[src/rtl/mem_access_unit.sv]
// Front end between CPU load/store requests and the unified word memory.
// One request in flight; byte-masked stores are done as read-merge-write.
module mem_access_unit #(
    parameter int ADDR_W = 32,
    parameter int DATA_W = 32,
    parameter int DEPTH  = 4096
) (
    input  logic              clk,
    input  logic              rst_n,
    input  logic              req_valid,
    output logic              req_ready,
    input  logic              req_we,
    input  logic [ADDR_W-1:0] req_addr,
    input  logic [DATA_W-1:0] req_wdata,
    input  logic [3:0]        req_be,
    output logic              resp_valid,
    input  logic              resp_ready,
    output logic [DATA_W-1:0] resp_rdata,
    output logic              resp_err,
    output logic [ADDR_W-1:0] mem_addr,
    output logic [DATA_W-1:0] mem_wdata,
    output logic              mem_we,
    input  logic [DATA_W-1:0] mem_rdata
);

    typedef enum logic [2:0] {
        S_IDLE   = 3'd0,
        S_READ   = 3'd1,
        S_WRITE  = 3'd2,
        S_RMW_RD = 3'd3,
        S_RMW_WR = 3'd4,
        S_RESP   = 3'd5
    } state_t;

    // Extra top bit keeps the range check exact for any DEPTH, with no wrap.
    localparam logic [ADDR_W:0] LP_DEPTH = (ADDR_W+1)'(DEPTH);

    state_t            r_state;
    state_t            w_next;
    logic [ADDR_W-1:0] r_addr;
    logic [DATA_W-1:0] r_wdata;
    logic [3:0]        r_be;
    logic              r_we;
    logic [DATA_W-1:0] r_rdata;
    logic              r_err;
    logic              w_oob;
    logic [DATA_W-1:0] w_merge;

    assign w_oob = ({1'b0, req_addr} >= LP_DEPTH);

    always_comb begin
        w_merge = mem_rdata;
        for (int unsigned i = 0; i < 4; i++) begin
            if (r_be[i]) w_merge[8*i +: 8] = r_wdata[8*i +: 8];
        end
    end

    always_comb begin
        w_next = r_state;
        case (r_state)
            S_IDLE: begin
                if (req_valid) begin
                    if (w_oob)                 w_next = S_RESP;
                    else if (!req_we)          w_next = S_READ;
                    else if (req_be == 4'hF)   w_next = S_WRITE;
                    else if (req_be == 4'h0)   w_next = S_RESP;
                    else                       w_next = S_RMW_RD;
                end
            end
            S_READ:   w_next = S_RESP;
            S_WRITE:  w_next = S_RESP;
            S_RMW_RD: w_next = S_RMW_WR;
            S_RMW_WR: w_next = S_RESP;
            S_RESP:   if (resp_ready) w_next = S_IDLE;
            default:  w_next = S_IDLE;
        endcase
    end

    always_ff @(posedge clk or negedge rst_n) begin
        if (!rst_n) r_state <= S_IDLE;
        else        r_state <= w_next;
    end

    always_ff @(posedge clk or negedge rst_n) begin
        if (!rst_n) begin
            r_addr  <= '0;
            r_wdata <= '0;
            r_be    <= '0;
            r_we    <= 1'b0;
            r_rdata <= '0;
            r_err   <= 1'b0;
        end else begin
            case (r_state)
                S_IDLE: begin
                    if (req_valid) begin
                        r_addr  <= req_addr;
                        r_wdata <= req_wdata;
                        r_be    <= req_be;
                        r_we    <= req_we;
                        r_rdata <= '0;
                        r_err   <= w_oob;
                    end
                end
                S_READ:   r_rdata <= mem_rdata;
                S_RMW_RD: r_wdata <= w_merge;
                S_RESP: begin
                    if (resp_ready) begin
                        r_rdata <= '0;
                        r_err   <= 1'b0;
                    end
                end
                default: ;
            endcase
        end
    end

    assign req_ready  = (r_state == S_IDLE) && rst_n;
    assign resp_valid = (r_state == S_RESP);
    assign resp_rdata = r_rdata;
    assign resp_err   = r_err;
    assign mem_addr   = r_addr;
    assign mem_wdata  = r_wdata;
    assign mem_we     = ((r_state == S_WRITE) || (r_state == S_RMW_WR)) && r_we;

endmodule
[config.mk]
export PLATFORM = sky130hd
export DESIGN_NAME = mem_access_unit
export DESIGN_NICKNAME = d
export VERILOG_FILES = /design/src/rtl/mem_access_unit.sv
export SDC_FILE = /design/constraint.sdc
export NUM_CORES = 1
export LEC_CHECK = 0
export CAP_MARGIN = 20
export CORE_UTILIZATION = 44
export DETAILED_ROUTE_END_ITERATION = 12
export GPL_TIMING_DRIVEN = 0
export PLACE_DENSITY_LB_ADDON = 0.12
export SYNTH_ARGS = -nofsm -noshare
export SYNTH_HDL_FRONTEND = slang
export SYNTH_SLANG_ARGS = --single-unit
[constraint.sdc]
create_clock -name clk -period 2.8 [get_ports clk]
set_clock_uncertainty 0.05 [all_clocks]
set_input_delay 0.42 -clock clk [delete_from_list [all_inputs] [get_ports clk]]
set_output_delay 0.42 -clock clk [all_outputs]
set_load 0.02 [all_outputs]
==> summary.md <==
| Metric | Value |
|---|---|
| Die boundary width | 100 µm |
| H-tree depth | 3 |
| Unique masters post-synth | 25 |
| Post-synthesis register bit count | roughly 110 |
| Vias after detailed routing | between 3000 and 4000 |
| Cell types with the largest area share after synthesis | sky130_fd_sc_hd__dfrtp_1, sky130_fd_sc_hd__mux2_2, sky130_fd_sc_hd__a22o_1 |
| Count of antenna diodes in the layout | 0 |
| Total of endpoints with negative setup slack in the final report | 0 |
| Peak VDD IR | roughly 0.00054 V |
| Largest area contributor in the synthesized netlist | sky130_fd_sc_hd__dfrtp_1 |
| Static leakage | approximately 0.0028 µW |
| Global-route congestion overflow total | 0 |
| Fill cells | 684 |
| Kind of start point of the critical path | primary input |
| Global Route Usage Sum | a little under a quarter |
| Placed instance area | around 0.0065 mm² |
| Placeable core area | slightly above 0.009 mm² |
| Most common cell after layout, fill and taps aside | sky130_fd_sc_hd__clkdlybuf4s50_1 |
| Average cell area after synthesis | 12.5 µm² |
| Status | complete, no violations |
| Post-layout instance area | around 0.0067 mm² |
| Post-CTS clock slew at the launch and capture registers of the worst setup and hold paths | ~0.11 ns |
| Post-detailed-route count of antenna-violating nets | 0 |
| Vertical extent of the die | between 100 and 150 µm |
| Net total in the final layout | between 600 and 700 |
| Starting DRC count in detailed routing | 109 |
| Ratio of final minimum period to clock period | between 90% and 100% |
| TritonCTS Buffers | 9 |
| Top-Level Pins | approximately 210 |
| CTS root buffer | sky130_fd_sc_hd__clkbuf_8 |
| Sink count of the clock tree | roughly 110 |
| Commonest cells after routing, fill and taps aside | sky130_fd_sc_hd__clkdlybuf4s50_1, sky130_fd_sc_hd__dfrtp_1, sky130_fd_sc_hd__nor2_1 |
| Worst Slack Setup Final | 0.239 ns |
| Post-layout power | ~7400 µW |
| Iteration count of the initial detailed-routing pass | 5 |
| Cell Area, Synth | 0.00424 mm² |
| Initial standard-cell utilization of the core | between 40% and 50% |
| Post_cts resized | 0 |
| R2R Path Start | r_state[2] |
| Worst setup path end | req_ready |
| Sequential element share of the synthesized area | about three fifths |
| Cell count after synthesis | 340 |
| # Max-Cap Violations | 0 |
| Worst slack at placement | around 0.19 ns |
| Ys Warns | 0 |
| Share of cells above drive strength 1 | 13.4% |
| Largest net degree at the start of global routing | 57 |
| Data arrival time of the worst path | about 2.1 ns |
| CTS tree | built |
| Std-Cell Rows | 35 |
| Buffers inserted by post-CTS timing repair | 0 |
| Global-route wire length before repair | roughly 18000 µm |
| Net count of the mapped netlist | 445 |
| Detailed placement HPWL | between 8000 and 9000 µm |
| Worst setup startpoint | rst_n |
| Terminus of the critical flop-to-flop path | mem_wdata[10] |
| Reg2Reg Depth | 6 |
| Layout-stage area growth over the synthesis result | 57.3% |
| Sum of routed wire length over all layers | approximately 12000 µm |
| Worst min-delay path category | primary input to async pin |
| Average via count per standard cell | a little over 5 |
| Measured slew at the worst slew-check pin | between 0.7 and 0.8 ns |
| Critical Path Sink Type | output pin |
| Count of unresolved DRC violations after routing | 0 |
| Vias in the first global route | 3693 |
| WL per Instance | between 15 and 20 µm |
| Number of pins with negative max-slew slack in the final report | 0 |
| Total die area | approximately 0.010 mm² |
| Post-route core utilization | ~72% |
| Worst-Skew Late Latency | roughly 0.36 ns |
| Worst slew margin | about half |
| Count of port buffers added during placement | slightly above 200 |
| Synth top area share | 61.9% |
| Initial antenna violation count | 0 |
| Power per cell area | 1110 mW/mm² |
| Hold_buf cts | 0 |
| Fin. Hold Viols | 0 |
| Number of buffers between clock root and the deepest sink | 2 |
| Minimum clock period after layout | around 2.6 ns |
| Peak fanout along the critical path | 56 |
| Category of the most critical setup path | primary input to output pin |
| Maximum clock frequency | about 400 MHz |
| R2r setup slk | ~0.77 ns |
| Setup repair after global routing missed its margin | false |
| Final GP Congestion | between 0.7 and 0.8 |
| Data required time of the critical path | roughly 2.3 ns |
==> stage by stage <==
step	cells	setup TNS [ns]	hold WS (ns)
2_1_floorplan	340	0	0.0744
3_3_place_gp	673	-282.61	0.429
3_5_place_dp	674	0	0.431
4_1_cts	690	0	0.0429
5_1_grt	690	0	0.0571
6_report	690	0	0.0246
==> sequential cells by signal, indices dropped and copies added, names as in the netlist <==
register / count
r_we: 1
resp_err: 1
mem_addr: 32
mem_wdata: 32
r_state: 3
r_be: 4
resp_rdata: 32
==> how the worst min path moves through the flow <==
| stage | from | end | cells after the start |
|---|---|---|---|
| after global placement | mem_wdata[26] | mem_wdata[26] | 2 |
| after floorplan | rst_n | mem_addr[0] | 0 |
| after detailed placement | resp_rdata[15] | resp_rdata[15] | 1 |
| after CTS | rst_n | resp_rdata[3] | 1 |
| final | rst_n | resp_rdata[3] | 1 |
| after global routing | rst_n | resp_rdata[3] | 1 |
==> layout make-up <==
class | instances | area, µm² | area share [%]
multi-input cells | 210 | 1490 | 22.3
inverters | 3 | 11.3 | 0.169
clock inverters | 4 | 35.0 | 0.525
repair buffers | 205 | 2070 | 31.0
clock buffers | 12 | 165 | 2.48
well taps | 129 | 161 | 2.42
plain buffers | 22 | 115 | 1.73
flip-flops and latches | 105 | 2630 | 39.4
==> where the power goes <==
part	switching (µW)	internal, µW	total, µW
Combinational	1860	1930	3800
Clock	512	405	917
Sequential	412	2260	2670
Total	2790	4600	7390
==> cell usage after synthesis (all sizes together) <==
cell type / instances
nand3b: 1
nand2: 5
and4bb: 1
a22o: 32
or4b: 1
nand3: 4
nor2: 68
nor3b: 2
o22ai: 34
a21oi: 4
xnor2: 1
dfrtp: 105
or2: 4
or3: 1
clkbuf: 7
mux2: 37
mux2i: 4
nor4: 7
o21ai: 3
a21o: 1
buf: 15
inv: 3
==> kinds of logic after synthesis <==
| group | Yosys count | synth area share [%] |
|---|---|---|
| multiplexers | 41 | 12.4 |
| AO/OA/AOI/OAI | 74 | 12.6 |
| AND/OR/NAND/NOR | 94 | 9.85 |
| flip-flops | 105 | 61.9 |
| XOR/XNOR | 1 | 0.207 |
| buffers and inverters | 25 | 2.98 |
==> worst max-delay path, cell delays in order <==
cell and delay (ns):
sky130_fd_sc_hd__buf_4 0.52, sky130_fd_sc_hd__buf_16 0.33, sky130_fd_sc_hd__inv_1 0.07, sky130_fd_sc_hd__nor2_1 0.10, sky130_fd_sc_hd__clkdlybuf4s50_1 0.61
==> per-layer routing <==
metal / part of all wire (%) / vias to the layer above / track usage (%)
met3: 8.4 / 18 / 7.10
met5: 0 / - / 0
met1: 42 / 1757 / 30.0
met2: 48 / 155 / 38.1
li1: - / 1654 / -
met4: 2.0 / 0 / 10.5
Note: power is estimated with default switching activity, not from simulation.
